## src/rtl/mem_port_arbiter_pkg.sv

```systemverilog
// Shared types for the memory-port arbiter: FSM encoding, owner enum, width defaults.
// Optional feature macro used by this slice: ARB_ROUND_ROBIN_EN.
package mem_port_arbiter_pkg;

  localparam int ADDR_W_DEF = 10;
  localparam int DATA_W_DEF = 32;

  typedef enum logic [1:0] {
    IDLE  = 2'd0,
    ISSUE = 2'd1,
    RESP  = 2'd2
  } state_e;

  typedef enum logic {
    OWN_I = 1'b0,
    OWN_D = 1'b1
  } owner_e;

endpackage

```

## src/rtl/mem_port_arbiter_arb_pick.sv

```systemverilog
// Combinational winner selection between fetch and data requesters.
// ARB_ROUND_ROBIN_EN defined: contention resolved by rr_next; otherwise data wins.
module arb_pick
  import mem_port_arbiter_pkg::*;
(
  input  logic i_req,
  input  logic d_req,
`ifdef ARB_ROUND_ROBIN_EN
  input  logic rr_next,
`endif
  output logic grant,
  output logic owner
);

  always_comb begin
    grant = i_req | d_req;
    owner = OWN_I;
    if (i_req && d_req) begin
`ifdef ARB_ROUND_ROBIN_EN
      owner = rr_next;
`else
      owner = OWN_D;
`endif
    end else if (d_req) begin
      owner = OWN_D;
    end
  end

endmodule

```

## src/rtl/mem_port_arbiter.sv

```systemverilog
// Shares one synchronous-read memory port between fetch and data requesters.
// ARB_ROUND_ROBIN_EN selects alternating grants under contention.
//
// state | meaning
// IDLE  | no transaction; pick a winner and latch mem_* when any req pending
// ISSUE | address/strobe presented; memory samples at the closing edge
// RESP  | mem_rdata valid; ack the owner, capture read data
module mem_port_arbiter
  import mem_port_arbiter_pkg::*;
#(
  parameter int ADDR_W = ADDR_W_DEF,
  parameter int DATA_W = DATA_W_DEF
) (
  input  logic              clk,
  input  logic              rst,
  input  logic              i_req,
  input  logic [ADDR_W-1:0] i_addr,
  output logic              i_ack,
  output logic [DATA_W-1:0] i_rdata,
  input  logic              d_req,
  input  logic              d_we,
  input  logic [ADDR_W-1:0] d_addr,
  input  logic [DATA_W-1:0] d_wdata,
  output logic              d_ack,
  output logic [DATA_W-1:0] d_rdata,
  output logic [ADDR_W-1:0] mem_addr,
  output logic              mem_we,
  output logic [DATA_W-1:0] mem_wdata,
  input  logic [DATA_W-1:0] mem_rdata,
  output logic              busy
);

  state_e              state, state_nxt;
  owner_e              owner;
  logic                txn_we;
  logic [DATA_W-1:0]   i_rdata_q, d_rdata_q;
  logic                pick_grant;
  logic                pick_owner;

`ifdef ARB_ROUND_ROBIN_EN
  logic rr_next;
`endif

  arb_pick u_arb_pick (
    .i_req   (i_req),
    .d_req   (d_req),
`ifdef ARB_ROUND_ROBIN_EN
    .rr_next (rr_next),
`endif
    .grant   (pick_grant),
    .owner   (pick_owner)
  );

  always_ff @(posedge clk) begin
    if (rst) state <= IDLE;
    else     state <= state_nxt;
  end

  always_comb begin
    state_nxt = state;
    case (state)
      IDLE:    if (pick_grant) state_nxt = ISSUE;
      ISSUE:   state_nxt = RESP;
      RESP:    state_nxt = IDLE;
      default: state_nxt = IDLE;
    endcase
  end

  always_ff @(posedge clk) begin
    if (rst) begin
      owner     <= OWN_I;
      txn_we    <= 1'b0;
      mem_addr  <= '0;
      mem_we    <= 1'b0;
      mem_wdata <= '0;
      i_rdata_q <= '0;
      d_rdata_q <= '0;
    end else begin
      case (state)
        IDLE: if (pick_grant) begin
          owner <= owner_e'(pick_owner);
          if (owner_e'(pick_owner) == OWN_D) begin
            mem_addr  <= d_addr;
            mem_we    <= d_we;
            mem_wdata <= d_wdata;
            txn_we    <= d_we;
          end else begin
            mem_addr <= i_addr;
            mem_we   <= 1'b0;
            txn_we   <= 1'b0;
          end
        end
        ISSUE: mem_we <= 1'b0;
        RESP: begin
          if (owner == OWN_I)  i_rdata_q <= mem_rdata;
          else if (!txn_we)    d_rdata_q <= mem_rdata;
        end
        default: ;
      endcase
    end
  end

`ifdef ARB_ROUND_ROBIN_EN
  // Pointer only moves on grants made while both ports were requesting.
  always_ff @(posedge clk) begin
    if (rst)
      rr_next <= OWN_I;
    else if (state == IDLE && i_req && d_req)
      rr_next <= ~pick_owner;
  end
`endif

  // Ack is suppressed while rst is high so a reset in RESP never acknowledges.
  assign i_ack   = (state == RESP) && (owner == OWN_I) && !rst;
  assign d_ack   = (state == RESP) && (owner == OWN_D) && !rst;
  assign i_rdata = i_ack ? mem_rdata : i_rdata_q;
  assign d_rdata = (d_ack && !txn_we) ? mem_rdata : d_rdata_q;
  assign busy    = (state != IDLE);

endmodule

```

## config.mk

```make
export PLATFORM = sky130hd
export DESIGN_NAME = mem_port_arbiter
export DESIGN_NICKNAME = d
export VERILOG_FILES = /design/src/rtl/mem_port_arbiter_pkg.sv /design/src/rtl/mem_port_arbiter_arb_pick.sv /design/src/rtl/mem_port_arbiter.sv
export SDC_FILE = /design/constraint.sdc
export NUM_CORES = 1
export LEC_CHECK = 0
export CORE_UTILIZATION = 38
export DETAILED_ROUTE_END_ITERATION = 10
export GPL_TIMING_DRIVEN = 0
export PLACE_DENSITY = 0.77
export SETUP_SLACK_MARGIN = 0.02
export SLEW_MARGIN = 5
export SYNTH_ARGS = -nofsm -noshare
export SYNTH_HDL_FRONTEND = slang
export SYNTH_SLANG_ARGS = --single-unit
export TNS_END_PERCENT = 1
```

## constraint.sdc

```tcl
create_clock -name clk -period 1.9 [get_ports clk]
set_clock_uncertainty 0.05 [all_clocks]
set_input_delay 0.475 -clock clk [delete_from_list [all_inputs] [get_ports clk]]
set_output_delay 0.475 -clock clk [all_outputs]
set_load 0.01 [all_outputs]
```

* Yosys cells after proc, flatten, opt, wreduce, memory -nomap -nowiden
Cells that the tools add are included.
Word-level totals: ROM bits 0, word-level logic and storage cells 40, memories 0, output and inout port bits 110, flip-flop bits (word level) 111, bits in latches 0, bits of input ports 89, RAM bits 0
Operators by class: bitwise gates (word level) 3, equality and inequality tests 3, add/subtract/negate cells 0, reduce and logical (&&, ||, !) cells 16, magnitude comparators 0, mux-type cells 10, multiply operators 0, div/mod/pow operators 0, shift-type cells 0
Operator list (number):
- 32-bit 2-to-1 mux | 2
- 10-bit 2-to-1 mux | 1
- 1-bit logical AND | 6
- 2-bit AND reduction | 3
- 3-bit AND reduction | 2
- 1-bit 2-to-1 mux | 4
- 2-bit case mux with 2 select lines | 1
- 2-bit nonzero test | 2
- 2-bit by 1-bit equality test with 1-bit output, second input constant | 1
- 2-bit equality test, second input constant | 1
- 1-bit logical NOT | 2
- 2-bit logical NOT | 1
- 2-bit 2-to-1 mux | 1
- 2-bit inequality test, second input constant | 1
- 1-bit NOT | 2
- 1-bit case mux with 2 select lines | 1
- 1-bit bitwise OR | 1

* Longest topological paths before layout
Gate-level depths: netlist of run 1.
depth after elaboration 5, gate-level depth with buffers 6, depth with buffers taken out 4

* Cells and area by module
A second synthesis of run 1 with hierarchy kept.
Unflattened totals: cell total of the unflattened synthesis 428, area, all modules 4485.6 µm²
Modules (own cells, without submodules):
- mem_port_arbiter | cells an instance 426, area an instance 4475.5 µm², instances 1, sequential area each 2222.1 µm²
- arb_pick | cells an instance 2, area an instance 10.0 µm², instances 1, sequential area each 0.0 µm²

* Least setup slack after synthesis of run 1
Ideal clock, no wire load.
kind input to output, start input rst, end output d_rdata[10], data required time 1.375 ns, stages on the path 5, arrival 1.436 ns, buffers on the path 2, slack -0.061 ns, cell sequence nor3b_2 and2_1 buf_6 buf_4 mux2_2
On the way: word-level cells in the longest chain between the ends 4
RTL lines:
- from (decl) | line mem_port_arbiter.sv:15 | input logic rst,
- 1-bit logical NOT | line mem_port_arbiter.sv:115 | assign d_ack = (state == RESP) && (owner == OWN_D) && !rst;
- 1-bit logical AND | line mem_port_arbiter.sv:115
- 1-bit logical AND | line mem_port_arbiter.sv:117 | assign d_rdata = (d_ack && !txn_we) ? mem_rdata : d_rdata_q;
- 32-bit 2-to-1 mux | line mem_port_arbiter.sv:117
- to (decl) | line mem_port_arbiter.sv:25 | output logic [DATA_W-1:0] d_rdata,
No other way between the ends.

* Worst setup path in the final report of run 1
start register state[0], end output i_rdata[24]
On the way: word-level cells in the longest chain between the ends 4
RTL lines:
- from (decl) | line mem_port_arbiter.sv:33 | state_e state, state_nxt;
- from (signal assigned) | line mem_port_arbiter.sv:56 | else state <= state_nxt;
- 2-bit equality test | line mem_port_arbiter.sv:114 | assign i_ack = (state == RESP) && (owner == OWN_I) && !rst;
- 1-bit logical AND (2 in a row) | line mem_port_arbiter.sv:114
- 32-bit 2-to-1 mux | line mem_port_arbiter.sv:116 | assign i_rdata = i_ack ? mem_rdata : i_rdata_q;
- to (decl) | line mem_port_arbiter.sv:19 | output logic [DATA_W-1:0] i_rdata,
No other way between the ends.

==> metrics.md, run 1 <==
| Metric | Value |
|---|---|
| Status | `finished with violations` |
| Violated checks | `setup timing` |
| Die Ht | `111 um` |
| Worst reg2reg setup slack | `70 ps` |
| GRT Resource Usage Total | `22.4%` |
| Slew @ Worst Pin | `639 ps` |
| Pleak | `3.17 nW` |
| Area growth, synth to finish | `70.1%` |
| Post-synthesis net count | `516` |
| Worst Min Path Start | `mem_wdata[3]` |
| Arrival time at the worst endpoint | `1960 ps` |
| ANT cells | `0` |
| Async SR Flop Fraction | `0%` |
| Pre-antenna DRT Iters | `4` |
| Hold Buf Count CTS | `0` |
| Initial Utilization | `39.1%` |
| Reg2Reg Depth | `7` |
| Share of cells above drive strength 1 | `31.6%` |
| Final Cycle Share | `131%` |
| CP endpoint kind | `output port` |
| First-pass GRT wire length | `22300 um` |
| Root Buffer Master | `clkbuf_16` |
| Initial antenna violation count | `0` |
| DR vias | `4241` |
| Drt drc | `0` |
| #FFs+latches synth | `111` |
| Final instance area | `7620 um^2` |
| Reg2reg end | `mem_wdata[9]` |
| Peak Freq | `0.403 GHz` |
| Endpoint of the worst hold path | `mem_wdata[3]` |
| DR iter-0 viols | `159` |
| Reg-to-Reg Start | `state[0]` |
| Tot Pwr | `5.41 mW` |
| Area leader, netlist | `dfxtp_1` |
| Pwr Density | `710 nW/um^2` |
| CTS max path bufs | `2` |
| RSZ-0062 raised after global routing | `yes` |
| Via density | `5.26` |
| Fin Hold WS | `408 ps` |
| Library cells used by synthesis | `22` |
| Critical path required time | `1370 ps` |
| Clk_lat worst skew | `340 ps` |
| CTS tree | `yes` |
| Sequential element share of the synthesized area | `49.6%` |
| Most frequent cells in the layout | `clkdlybuf4s50_1, dfxtp_1, nand2_1` |
| Endpoints failing hold | `0` |
| Post-route ant nets | `0` |
| Hold Crit Class | `reg -> reg` |
| Clk sinks | `111` |
| Hold Path Cell Cnt | `2` |
| CTS buffer count | `9` |
| Final net count | `748` |
| Core box area | `11500 um^2` |
| Max_slew headroom | `57.3%` |
| Final setup violation count | `65` |
| Post-route setup slack | `-583 ps` |
| Crit-path max FO | `7` |
| Vias in the first global route | `4452` |
| DR WL/cell | `17.1 um` |
| Detailed Route WL | `13800 um` |
| Commonest non-fill, non-tap cell in the layout | `clkdlybuf4s50_1` |
| Die area | `12200 um^2` |
| Clock group share of total power | `35.9%` |
| CTS HTree Levels | `3` |
| Logic pwr share | `18.0%` |
| Top FF cell, synth | `dfxtp_1` |
| CP startpoint kind | `flip-flop` |
| Number of synthesized flops with an enable pin | `0` |
| I/O Buffers | `198` |
| Grt ovf | `0` |
| Maximum VDD drop | `403 uV` |
| Cells after synthesis | `427` |
| Final Max Tran Viols | `0` |
| Mapped Area | `4480 um^2` |
| Clk pin slew, worst setup/hold paths | `70 ps` |
| WS Path Type | `reg -> out` |
| Mean Syn Cell Area | `10.5 um^2` |
| Design internal power | `4.09 mW` |
| I/O pin cnt | `199` |
| Top-area cell type share of the netlist area | `49.6%` |
| Switching power | `1.32 mW` |
| Final min period | `2480 ps` |
| # Max-Cap Violations | `0` |
| Synth warnings | `0` |
| Largest net degree at the start of global routing | `18` |
| Flop pwr share | `46.1%` |
| Detailed Place HPWL | `9570 um` |
| Die Wd | `111 um` |
| Sw Ratio | `24.4%` |
| Top post-synthesis cells by area | `dfxtp_1, mux2_2, a22o_1, nand2_1, a21oi_1` |
| Row cnt | `39` |
| Routability cong. | `0.772` |
| Placed Area | `6850 um^2` |
## power groups by stage
stage	Clock (mW)	Combinational [mW]	Sequential, mW
2_1_floorplan	0	0.351	2.57
3_3_place_gp	0	0.902	2.54
3_5_place_dp	0	0.918	2.55
4_1_cts	1.97	0.964	2.49
5_1_grt	2.07	1.04	2.51
6_report	1.94	0.975	2.49
## worst max-delay path by stage
| stage | startpoint | end | slack [ps] | cells past startpoint |
|---|---|---|---|---|
| finish | state[0] | i_rdata[24] | -580 | 8 |
| global placement | rst | d_rdata[3] | -1160 | 7 |
| CTS | state[1] | i_rdata[24] | -630 | 9 |
| global route | state[0] | i_rdata[24] | -640 | 8 |
| floorplan | rst | d_rdata[10] | -30 | 5 |
| detailed placement | rst | d_rdata[12] | -1190 | 7 |
## layout make-up
class	instances	area (um^2)
Fill cell	876	3850
Buffer	35	287
Timing Repair Buffer	222	2340
Sequential cell	111	2230
Tap cell	143	179
Clock buffer	12	256
Inverter	3	11.3
Clock inverter	4	52.6
Multi-Input combinational cell	277	2260
## timing repair
| item | CTS | global route |
|---|---|---|
| gates resized for setup | 324 | 37 |
| gates cloned | 5 | 0 |
| endpoints found under the setup margin | 68 | 97 |
| pin swaps | 1 | 2 |
| hold endpoints to repair | 0 | 0 |
| buffers inserted | 16 | 3 |
## flip-flops by register name (all words and copies together), names as in the netlist
name       cells
i_rdata_q     32
mem_addr      10
d_rdata_q     32
mem_wdata     32
mem_we         1
owner          1
txn_we         1
state          2
## routing by layer
| layer | vias up | track usage (%) | share of wire [%] |
|---|---|---|---|
| met5 | - | 0 | 0 |
| met4 | 0 | 7.47 | 1.5 |
| met3 | 17 | 5.43 | 6.5 |
| met2 | 169 | 40.5 | 51 |
| met1 | 2049 | 25.8 | 41 |
| li1 | 2006 | - | - |
## stage by stage
stage               TNS, ps  instances  worst slack, ps  utilization (%)
finish               -31000        807             -583             66.4
CTS                  -36500        805             -635             66.4
floorplan             -1240        427            -32.7                -
detailed placement   -99410        768            -1190             59.7
global placement     -94950        768            -1160             59.7
global route         -34970        807             -642             66.4
## Yosys cell counts (2+ instances only)
library cell    n
nor2_1          3
a211oi_1       10
mux2i_1        10
nor3_1          3
clkbuf_1       11
o21ai_0         2
buf_6           4
a31oi_1         2
inv_1           3
buf_4           3
and2_1          3
mux2_2         64
a21oi_1        45
nor3b_2         2
buf_2          18
dfxtp_1       111
nand2_1        65
a22o_1         64
## worst max-delay path, cell delays in order (launching register included)
cell	delay (ps)
dfxtp_4	360
nor3b_4	170
buf_4	140
and2_4	160
buf_12	140
buf_12	110
buf_12	110
mux2_4	310
buf_6	120
## kinds of logic (layout without fill, tap and decap cells)
group                  after synthesis  count (layout)  synth area share, %
AOI/OAI and AO/OA                  124             124                 19.9
DFF                                111             111                 49.6
buffers and inverters               39             276                 4.69
muxes                               74              74                 18.3
and+or+nand+nor                     79              79                 7.49
Note: power is estimated with default switching activity, not from simulation.
==> inputs of run 2 (changes only) <==
- CTS_CLUSTER_SIZE: unset -> 12
- RECOVER_POWER: unset -> 50
==> run 2 against run 1 <==
Compared with the run above:
- non-clock buffer count unchanged
- the flow still finishes with violations (setup timing)
- combinational power about the same
- sequential share of layout area about the same
- clock power about the same
==> metrics.md, run 2 (synthesis gave the netlist of run 1 again) <==
| Metric | Value |
|---|---|
| Status | `finished with violations (unchanged)` |
| Violated checks | `setup timing (unchanged)` |
| Final Max Tran Viols | `0 (unchanged)` |
| Commonest non-fill, non-tap cell in the layout | `clkdlybuf4s50_1 (unchanged)` |
| WS Path Type | `reg -> out (unchanged)` |
| CTS max path bufs | `2 (unchanged)` |
| CTS tree | `yes (unchanged)` |
| ANT cells | `0 (unchanged)` |
| DR WL/cell | `17.1 um (about the same)` |
| Initial antenna violation count | `0 (unchanged)` |
| Post-route setup slack | `-582 ps (was -583 ps)` |
| Most frequent cells in the layout | `clkdlybuf4s50_1, dfxtp_1, nand2_1 (unchanged)` |
| CTS HTree Levels | `3 (unchanged)` |
| I/O Buffers | `198 (unchanged)` |
| Worst Min Path Start | `mem_wdata[3] (unchanged)` |
| Die area | `12200 um^2 (unchanged)` |
| Die Ht | `111 um (unchanged)` |
| Final min period | `2480 ps (about the same)` |
| Share of cells above drive strength 1 | `31.5% (was 31.6%)` |
| # Max-Cap Violations | `0 (unchanged)` |
| Peak Freq | `0.403 GHz (about the same)` |
| Placed cell count | `768 (unchanged)` |
| Worst reg2reg setup slack | `90 ps (was 70 ps)` |
| Drt drc | `0 (unchanged)` |
| Max_slew headroom | `57.2% (was 57.3%)` |
| RSZ-0062 raised after global routing | `yes (unchanged)` |
| Reg2Reg Depth | `6 (was 7)` |
| Endpoints failing hold | `0 (unchanged)` |
| Maximum VDD drop | `403 uV (about the same)` |
| Clk sinks | `111 (unchanged)` |
| Final setup violation count | `66 (was 65)` |
| CP max stage delay | `360 ps (about the same)` |
| Core box area | `11500 um^2 (unchanged)` |
| CP max stage cell | `dfxtp_4 (unchanged)` |
| Detailed Route WL | `13800 um (about the same)` |
| Placed Area | `6850 um^2 (unchanged)` |
| Pwr Density | `710 nW/um^2 (about the same)` |
| Crit-path max FO | `7 (unchanged)` |
| Arrival time at the worst endpoint | `1960 ps (about the same)` |
| Reg2reg end | `mem_addr[8] (was mem_wdata[9])` |
| Final net count | `748 (unchanged)` |
| Routability cong. | `0.772 (unchanged)` |
| CP startpoint kind | `flip-flop (unchanged)` |
| Final Cycle Share | `131% (about the same)` |
| CTS buffer count | `9 (unchanged)` |
| GRT Resource Usage Total | `22.4% (unchanged)` |
| DR vias | `4249 (was 4241)` |
| Row cnt | `39 (unchanged)` |
| Non-Filler Instances | `807 (unchanged)` |
| Slew @ Worst Pin | `639 ps (about the same)` |
| Grt ovf | `0 (unchanged)` |
| Crit path launch | `state[0] (unchanged)` |
| Clk pin slew, worst setup/hold paths | `70 ps (about the same)` |
| Clk_lat worst skew | `340 ps (about the same)` |
| Place WS | `-1190 ps (unchanged)` |
| Die Wd | `111 um (unchanged)` |
| CP endpoint kind | `output port (unchanged)` |
| First-pass GRT wire length | `22300 um (unchanged)` |
| Pleak | `3.17 nW (about the same)` |
| Root Buffer Master | `clkbuf_16 (unchanged)` |
| Vias in the first global route | `4452 (unchanged)` |
| Finished Core Util | `66.4% (about the same)` |
| Worst setup endpoint | `i_rdata[24] (unchanged)` |
| DR iter-0 viols | `166 (was 159)` |
| Pre-antenna DRT Iters | `4 (unchanged)` |
| Largest net degree at the start of global routing | `18 (unchanged)` |
| Hold Crit Class | `reg -> reg (unchanged)` |
| Area growth, synth to finish | `69.9% (was 70.1%)` |
| Initial Utilization | `39.1% (unchanged)` |
| I/O pin cnt | `199 (unchanged)` |
| Reg-to-Reg Start | `state[0] (unchanged)` |
| Biggest regs | `d_rdata_q: 32 flops, i_rdata_q: 32 flops, mem_wdata: 32 flops (unchanged)` |
| Critical path required time | `1370 ps (about the same)` |
| Via density | `5.27 (was 5.26)` |
| Post-route ant nets | `0 (unchanged)` |
| Critical path's most frequent cell | `buf_12 (unchanged)` |
| Setup TNS Final | `-31000 ps (about the same)` |
| Detailed Place HPWL | `9570 um (unchanged)` |
| Final instance area | `7610 um^2 (was 7620 um^2)` |
| Critical path, cell by cell | `nor3b_4 > buf_4 > and2_4 > buf_12 > buf_12 > buf_12 > mux2_4 > buf_6 (unchanged)` |
| Hold Buf Count CTS | `0 (unchanged)` |
==> run 2: cell types whose count changed in the layout (fill, tap and decap cells not counted) <==
cell,delta
nor2_4,-1
nor2_1,+1
==> run 2: what timing repair did <==
item	CTS	global route
endpoints found under the setup margin	68	97
setup buffers	16	3
pin swaps	1	2
gates resized for setup	324	37
cloned	5	0
==> run 2: worst min-delay path by stage <==
| stage | to | cells past startpoint | slack, ps |
|---|---|---|---|
| 4_1_cts | mem_wdata[12] | 2 | 410 |
| 3_3_place_gp | mem_wdata[11] | 2 | 390 |
| 3_5_place_dp | mem_wdata[24] | 2 | 400 |
| 2_1_floorplan | i_rdata_q[0] | 1 | 390 |
| 5_1_grt | mem_wdata[7] | 2 | 430 |
| 6_report | mem_wdata[3] | 2 | 410 |
==> run 2: layer usage <==
| layer | part of all wire (%) | global-route usage (%) | up-vias |
|---|---|---|---|
| met5 | 0 | 0 | - |
| met4 | 1.5 | 7.47 | 0 |
| met3 | 6.5 | 5.43 | 17 |
| met2 | 51 | 40.5 | 168 |
| met1 | 41 | 25.8 | 2057 |
| li1 | - | - | 2007 |
==> run 2: layout make-up <==
cell class	count	area, um^2
Timing Repair Buffer	222	2340
Fill cell	876	3860
Multi-Input combinational cell	277	2250
Inverter	3	11.3
Buffer	35	287
Clock buffer	12	256
Clock inverter	4	52.6
Tap cell	143	179
Sequential cell	111	2230
==> run 2: power breakdown <==
part           switching (mW)  internal (mW)  total, mW
clock                   0.838           1.10       1.94
combinational           0.418          0.553      0.972
sequential             0.0593           2.43       2.49
==> run 2: per-stage QoR <==
step	hold slack, ps	power [mW]
6_report	410	5.40
4_1_cts	410	5.43
3_5_place_dp	400	3.46
3_3_place_gp	392	3.44
2_1_floorplan	388	2.92
5_1_grt	431	5.61
==> run 2: worst max-delay path, delay by kind of cell (launching register included) <==
| family | cells | cell delay [ps] |
|---|---|---|
| buf+inv | 5 | 610 |
| flops | 1 | 360 |
| simple gates | 2 | 330 |
| mux | 1 | 310 |
